### src/rtl/re_mapper_gen.sv
// Resource-element mapper: walks one slot's allocated subcarriers symbol by symbol and
// writes DMRS (comb pattern, zero-filled gaps) or data samples to the grid.
module re_mapper_gen #(
    parameter int DW     = 18,
    parameter int DMRS_W = 9,
    parameter int NSC    = 1200,
    parameter int AW     = 11,
    parameter int NSYM   = 14
) (
    input  logic                     CLK_RE,
    input  logic                     RST_RE,
    input  logic                     start,
    input  logic                     abort,
    input  logic [AW-1:0]            sc_start,
    input  logic [6:0]               n_rb,
    input  logic [3:0]               sym_start,
    input  logic [3:0]               sym_end,
    input  logic [NSYM-1:0]          dmrs_mask,
    input  logic                     comb_off,
    input  logic signed [DMRS_W-1:0] dmrs_i,
    input  logic signed [DMRS_W-1:0] dmrs_q,
    input  logic                     dmrs_valid,
    output logic                     dmrs_ready,
    input  logic signed [DW-1:0]     dat_i,
    input  logic signed [DW-1:0]     dat_q,
    input  logic                     dat_valid,
    output logic                     dat_ready,
    output logic                     wr_en,
    output logic [AW-1:0]            wr_addr,
    output logic [3:0]               wr_sym,
    output logic signed [DW-1:0]     re_i,
    output logic signed [DW-1:0]     re_q,
    output logic                     sym_done,
    output logic                     busy,
    output logic                     done,
    output logic                     cfg_err
);

    typedef enum logic [2:0] {S_IDLE, S_CHECK, S_MAP_DMRS, S_MAP_DATA, S_DONE} state_t;

    function automatic logic signed [DW-1:0] sext_dmrs(input logic signed [DMRS_W-1:0] v);
        return {{(DW-DMRS_W){v[DMRS_W-1]}}, v};
    endfunction

    state_t                 state_q, state_d;
    logic [AW-1:0]          sc_start_q, sc_start_d;
    logic [6:0]             n_rb_q, n_rb_d;
    logic [3:0]             sym_start_q, sym_start_d;
    logic [3:0]             sym_end_q, sym_end_d;
    logic [NSYM-1:0]        mask_q, mask_d;
    logic                   comb_q, comb_d;
    logic [AW-1:0]          k_q, k_d;
    logic [3:0]             sym_q, sym_d;
    logic                   cfg_err_q, cfg_err_d;
    logic                   wr_en_q, wr_en_d;
    logic [AW-1:0]          wr_addr_q, wr_addr_d;
    logic [3:0]             wr_sym_q, wr_sym_d;
    logic signed [DW-1:0]   re_i_q, re_i_d;
    logic signed [DW-1:0]   re_q_q, re_q_d;
    logic                   sym_done_q, sym_done_d;
    logic                   done_q, done_d;

    logic [AW-1:0]          n_len;
    logic [AW:0]            sc_end;
    logic                   bad_cfg;
    logic                   last_k;
    logic                   pilot;
    logic                   adv;
    logic [3:0]             nxt_sym;

    always_comb begin
        state_d     = state_q;
        sc_start_d  = sc_start_q;
        n_rb_d      = n_rb_q;
        sym_start_d = sym_start_q;
        sym_end_d   = sym_end_q;
        mask_d      = mask_q;
        comb_d      = comb_q;
        k_d         = k_q;
        sym_d       = sym_q;
        cfg_err_d   = cfg_err_q;
        wr_en_d     = 1'b0;
        wr_addr_d   = wr_addr_q;
        wr_sym_d    = wr_sym_q;
        re_i_d      = re_i_q;
        re_q_d      = re_q_q;
        sym_done_d  = 1'b0;
        done_d      = 1'b0;
        dmrs_ready  = 1'b0;
        dat_ready   = 1'b0;
        busy        = 1'b0;
        adv         = 1'b0;

        // N = 12*n_rb; end-of-allocation compared one bit wider than the address
        n_len   = AW'({n_rb_q, 3'b000}) + AW'({n_rb_q, 2'b00});
        sc_end  = {1'b0, sc_start_q} + {1'b0, n_len};
        bad_cfg = (n_rb_q == 7'd0) || (sc_end > (AW+1)'(NSC)) ||
                  (sym_end_q < sym_start_q) || ({1'b0, sym_end_q} >= 5'(NSYM));
        last_k  = (k_q == n_len - AW'(1));
        pilot   = (k_q[0] == comb_q);
        nxt_sym = sym_q + 4'd1;

        case (state_q)
            S_IDLE: begin
                if (start) begin
                    sc_start_d  = sc_start;
                    n_rb_d      = n_rb;
                    sym_start_d = sym_start;
                    sym_end_d   = sym_end;
                    mask_d      = dmrs_mask;
                    comb_d      = comb_off;
                    cfg_err_d   = 1'b0;
                    state_d     = S_CHECK;
                end
            end
            S_CHECK: begin
                busy  = 1'b1;
                k_d   = '0;
                sym_d = sym_start_q;
                if (bad_cfg) begin
                    cfg_err_d = 1'b1;
                    state_d   = S_IDLE;
                end else begin
                    state_d = mask_q[sym_start_q] ? S_MAP_DMRS : S_MAP_DATA;
                end
            end
            S_MAP_DMRS, S_MAP_DATA: begin
                busy = 1'b1;
                if (state_q == S_MAP_DMRS) begin
                    // gap positions write zero and never wait on the DMRS stream
                    adv        = pilot ? dmrs_valid : 1'b1;
                    dmrs_ready = pilot && dmrs_valid;
                    re_i_d     = pilot ? sext_dmrs(dmrs_i) : '0;
                    re_q_d     = pilot ? sext_dmrs(dmrs_q) : '0;
                end else begin
                    adv       = dat_valid;
                    dat_ready = dat_valid;
                    re_i_d    = dat_i;
                    re_q_d    = dat_q;
                end
                if (adv) begin
                    wr_en_d   = 1'b1;
                    wr_addr_d = sc_start_q + k_q;
                    wr_sym_d  = sym_q;
                    if (last_k) begin
                        sym_done_d = 1'b1;
                        k_d        = '0;
                        if (sym_q == sym_end_q) begin
                            state_d = S_DONE;
                        end else begin
                            sym_d   = nxt_sym;
                            state_d = mask_q[nxt_sym] ? S_MAP_DMRS : S_MAP_DATA;
                        end
                    end else begin
                        k_d = k_q + AW'(1);
                    end
                end else begin
                    re_i_d = re_i_q;
                    re_q_d = re_q_q;
                end
            end
            S_DONE: begin
                done_d  = 1'b1;
                state_d = S_IDLE;
            end
            default: state_d = S_IDLE;
        endcase

        // cancel overrides everything decided above, including a start in IDLE
        if (abort) begin
            state_d    = S_IDLE;
            k_d        = '0;
            cfg_err_d  = cfg_err_q;
            wr_en_d    = 1'b0;
            re_i_d     = re_i_q;
            re_q_d     = re_q_q;
            wr_addr_d  = wr_addr_q;
            wr_sym_d   = wr_sym_q;
            sym_done_d = 1'b0;
            done_d     = 1'b0;
            dmrs_ready = 1'b0;
            dat_ready  = 1'b0;
        end
    end

    always_ff @(posedge CLK_RE or negedge RST_RE) begin
        if (!RST_RE) begin
            state_q     <= S_IDLE;
            sc_start_q  <= '0;
            n_rb_q      <= '0;
            sym_start_q <= '0;
            sym_end_q   <= '0;
            mask_q      <= '0;
            comb_q      <= 1'b0;
            k_q         <= '0;
            sym_q       <= '0;
            cfg_err_q   <= 1'b0;
            wr_en_q     <= 1'b0;
            wr_addr_q   <= '0;
            wr_sym_q    <= '0;
            re_i_q      <= '0;
            re_q_q      <= '0;
            sym_done_q  <= 1'b0;
            done_q      <= 1'b0;
        end else begin
            state_q     <= state_d;
            sc_start_q  <= sc_start_d;
            n_rb_q      <= n_rb_d;
            sym_start_q <= sym_start_d;
            sym_end_q   <= sym_end_d;
            mask_q      <= mask_d;
            comb_q      <= comb_d;
            k_q         <= k_d;
            sym_q       <= sym_d;
            cfg_err_q   <= cfg_err_d;
            wr_en_q     <= wr_en_d;
            wr_addr_q   <= wr_addr_d;
            wr_sym_q    <= wr_sym_d;
            re_i_q      <= re_i_d;
            re_q_q      <= re_q_d;
            sym_done_q  <= sym_done_d;
            done_q      <= done_d;
        end
    end

    assign wr_en    = wr_en_q;
    assign wr_addr  = wr_addr_q;
    assign wr_sym   = wr_sym_q;
    assign re_i     = re_i_q;
    assign re_q     = re_q_q;
    assign sym_done = sym_done_q;
    assign done     = done_q;
    assign cfg_err  = cfg_err_q;

endmodule
### config.mk
export PLATFORM = sky130hd
export DESIGN_NAME = re_mapper_gen
export DESIGN_NICKNAME = d
export VERILOG_FILES = /design/src/rtl/re_mapper_gen.sv
export SDC_FILE = /design/constraint.sdc
export NUM_CORES = 1
export LEC_CHECK = 0
export BUFFER_PORTS_ARGS = -buffer_cell sky130_fd_sc_hd__buf_4
export CAP_MARGIN = 10
export CORE_ASPECT_RATIO = 1.25
export CORE_MARGIN = 2
export CORE_UTILIZATION = 54
export DETAILED_ROUTE_END_ITERATION = 6
export PLACE_DENSITY = 0.81
export SYNTH_ARGS = -nofsm -noshare
export SYNTH_HDL_FRONTEND = slang
export SYNTH_SLANG_ARGS = --single-unit
### constraint.sdc
create_clock -name CLK_RE -period 4.45 [get_ports CLK_RE]
set_input_delay 1.1125 -clock CLK_RE [delete_from_list [all_inputs] [get_ports CLK_RE]]
set_output_delay 1.1125 -clock CLK_RE [all_outputs]
set_load 0.02 [all_outputs]
==> out/summary.md <==
In this run the count of I/O pins placed on the die edge is 159. The cell leakage power is 4.02 nW, and the placer's final routability congestion estimate is 0.831. The area growth from synthesis to layout is 29.0%.

Of all nets on the critical path, the largest fanout is 6. In the layout the commonest cells are sky130_fd_sc_hd__buf_4 (162), sky130_fd_sc_hd__dfrtp_1 (114), sky130_fd_sc_hd__nand2_1 (79). Once the clock tree was built, the resizer swapped 0 gates to a different size.

The die covers 13000 um^2. The run gives 44 as the number of placement rows. The flow ran to the end, and the final reports show no timing, DRC or antenna violations.

The logs give 0 for the reported max-cap violation count and 0.46 ns for the reg2reg setup slack. The critical path is of the reg -> reg type. The number of antenna diodes in the final layout is 0. The final-report setup violation count is 0. TritonCTS built the clock tree.

Data arrives at the worst endpoint at 4.28 ns. The number of antenna violations at the first check in global routing was 0; the number of synthesized flops with an enable pin was 0. The proportion of synthesized flip-flops having asynchronous set or reset was 1.00; the largest net degree at the start of global routing was 78. The run gives 114 as the total clock sinks. The mapped cell area was 6530 um^2; the average cell area after synthesis was 9.77 um^2. During synthesis, Yosys emitted a total of 0 warnings. The logs give 17 for the number of buffers created by CTS and 12100 um for the total half-perimeter wirelength after legalization and detailed placement. The cell count after synthesis came out at 669. The worst setup path is captured at a flip-flop.

The launching element type of the critical path was a flip-flop. In the synthesized netlist the dominant register cell turns out to be sky130_fd_sc_hd__dfrtp_1. The portion of the post-synthesis area used by sequential elements is 0.437, and the worst voltage drop across the vdd grid is 0.000495 V. Of all cell types, the one taking the most synthesized area is sky130_fd_sc_hd__dfrtp_1.

The logs give 0.265 for the global router's overall resource usage and 4.74 ns for the endpoint required time on the critical path. The effective utilization at floorplan is 0.557. The logs give 2 for the maximum count of clock buffers along a single path and 251 MHz for the maximum clock frequency. The first routing iteration left 327 violations. The fraction of post-synthesis cell area in the top cell type by area is 0.437.

The number of setup buffers added after CTS is 0. The total nets after synthesis came out at 808. The run gives 5769 as the number of global-route vias before repair.

In this run the horizontal extent of the chip is 102 um. The routed layout has 5652 vias. The first detailed-routing pass ran for 5 iterations. Summed over all failing endpoints, the final setup total negative slack is 0 ns. The fraction of final layout cells with drive strength greater than 1 is 0.296, and the placement-stage worst setup slack is 0.587 ns.

The detail route stage leaves a number of antenna-violating nets equal to 0. The logs give 0.344 for the tightest slew margin relative to the limit and 0 for the total count of max-transition violations in the final report. The actual transition at the worst max-transition pin was 0.984 ns. During placement, the flow inserted port buffers numbering 158. The H-tree was split into 4 levels. The final number of hold-violating endpoints was 0; the final cycle utilization of the critical path was 0.897. Detail-routed net length per standard cell: 16.8 um. After detailed routing, the total wire length is 16700 um. The detail-routed via count per cell works out to 5.71. The most common library cell in the layout ignoring fill and taps is sky130_fd_sc_hd__buf_4. The first global-routing pass estimated 27200 um of wire. The vertical die dimension was 127 um. For the area of the core, the log shows 11700 um^2. The number of nets in the layout is 955. Setup repair after global routing left no endpoint under its margin. On the final layout, the worst hold slack is 0.480 ns. The count of distinct cell types in the synthesized netlist is 62, and the final setup slack of the worst path is 0.461 ns. The post-route minimum period came out at 3.99 ns. The clock tree skew after final layout was 0.00799 ns. After clock tree synthesis, the clock-pin slew on the worst setup and hold paths is 0.05 ns. For the worst-skew pair, the clock arrives at the later sink with an insertion delay of 0.40 ns. In this run, synthesis produced a sequential element count of 114.

Power spread over the standard cell area amounts to 841 nW/um^2. The path class of the tightest hold or removal check is reg -> reg. The cell sitting at the root of the clock tree is a sky130_fd_sc_hd__clkbuf_16. Ranked by total cell area, the synthesized netlist is headed by sky130_fd_sc_hd__dfrtp_1 (44%), sky130_fd_sc_hd__ha_1 (6.7%), sky130_fd_sc_hd__mux2_2 (6.4%), sky130_fd_sc_hd__nand2_1 (4.5%), sky130_fd_sc_hd__o21ai_0 (4.5%). The logs give 0 for the total global routing overflow and 0 for the hold buffer count at CTS. For this run, design rule violations remaining after detail routing come to 0.
==> flip-flops by register name, summed over array words and instances, names as in the netlist, 3 cells and up <==
register     count
sc_start_q      11
state_q          3
wr_addr         11
sym_start_q      4
wr_sym           4
sym_q            4
n_rb_q           7
k_q             11
re_i            18
mask_q          14
sym_end_q        4
re_q            18
==> path summary, 6_finish.rpt <==
kind                              from          end  cells after the start
max in group asynchronous       RST_RE    n_rb_q[1]                      2
setup / recovery             n_rb_q[1]     sym_q[1]                     11
hold / removal             wr_addr[10]  wr_addr[10]                      2
setup reg to reg             n_rb_q[1]     sym_q[1]                     11
hold reg to reg            wr_addr[10]  wr_addr[10]                      2
min in group asynchronous       RST_RE     re_q[17]                      1
==> final cells by class <==
class / instances / area [um^2]
clock buffer: 21 / 450
fill: 870 / 3300
multi-input combinational: 494 / 3460
sequential: 114 / 2850
timing repair buffer: 163 / 1230
tap: 161 / 201
clock inverter: 10 / 134
inverter: 26 / 97.6
==> kinds of logic (layout without fill, tap and decap cells) <==
kind of cell | after synthesis | count (layout) | share of synthesized area
buffers and inverters | 61 | 220 | 0.0352
AOI/OAI and AO/OA | 172 | 172 | 0.169
adders and majority gates | 38 | 38 | 0.0762
and+or+nand+nor | 202 | 202 | 0.141
xor gates and xnor gates | 33 | 33 | 0.0477
muxes | 49 | 49 | 0.0936
DFF | 114 | 114 | 0.437
==> worst max-delay path, stage by stage (launching register included) <==
cell                        delay [ns]
sky130_fd_sc_hd__dfrtp_1          0.43
sky130_fd_sc_hd__ha_1             0.27
sky130_fd_sc_hd__fa_1             0.41
sky130_fd_sc_hd__xnor2_1          0.37
sky130_fd_sc_hd__nand2_1          0.21
sky130_fd_sc_hd__xnor2_1          0.19
sky130_fd_sc_hd__or3_1            0.31
sky130_fd_sc_hd__a21bo_2          0.22
sky130_fd_sc_hd__a2111oi_4        0.56
sky130_fd_sc_hd__nand4_1          0.27
sky130_fd_sc_hd__a21oi_2          0.27
sky130_fd_sc_hd__mux2_2           0.36
==> report_power, final <==
group | internal [W] | switching (W)
registers | 0.00148 | 0.000424
logic | 0.00171 | 0.00212
clock network | 0.000889 | 0.000470
==> routing by layer <==
metal | GRT usage | vias to the layer above | part of all wire
met5 | 0 | - | 0
li1 | - | 2691 | -
met4 | 0.107 | 0 | 0.032
met3 | 0.0536 | 46 | 0.055
met1 | 0.333 | 2696 | 0.41
met2 | 0.446 | 219 | 0.50
==> synth_stat cells (all sizes together) (3+ instances only) <==
cell	count
a221oi	17
mux2i	6
and2	3
a21o	10
nor3b	5
nand4	3
xor2	11
nand2	79
xnor2	21
nand2b	3
clkbuf	29
buf	6
o21ai	61
fa	3
inv	26
o21bai	6
mux4	6
nor3	10
a31oi	5
o22ai	4
dfrtp	114
mux2	37
and3	11
a21oi	41
nand3	17
o21a	3
nor2	53
nor2b	4
ha	35
a221o	3
or3	4
==> stage by stage <==
step                      cell area, um^2  std cells  total power [W]  utilization
after floorplan                      6530        669          0.00457            -
after CTS                            8410        988          0.00707        0.717
after global placement               7830        957          0.00553        0.667
after detailed placement             7830        957          0.00567        0.667
after global routing                 8430        989          0.00763        0.719
final                                8430        989          0.00709        0.719
No activity file was read; power rests on OpenSTA's default activity.
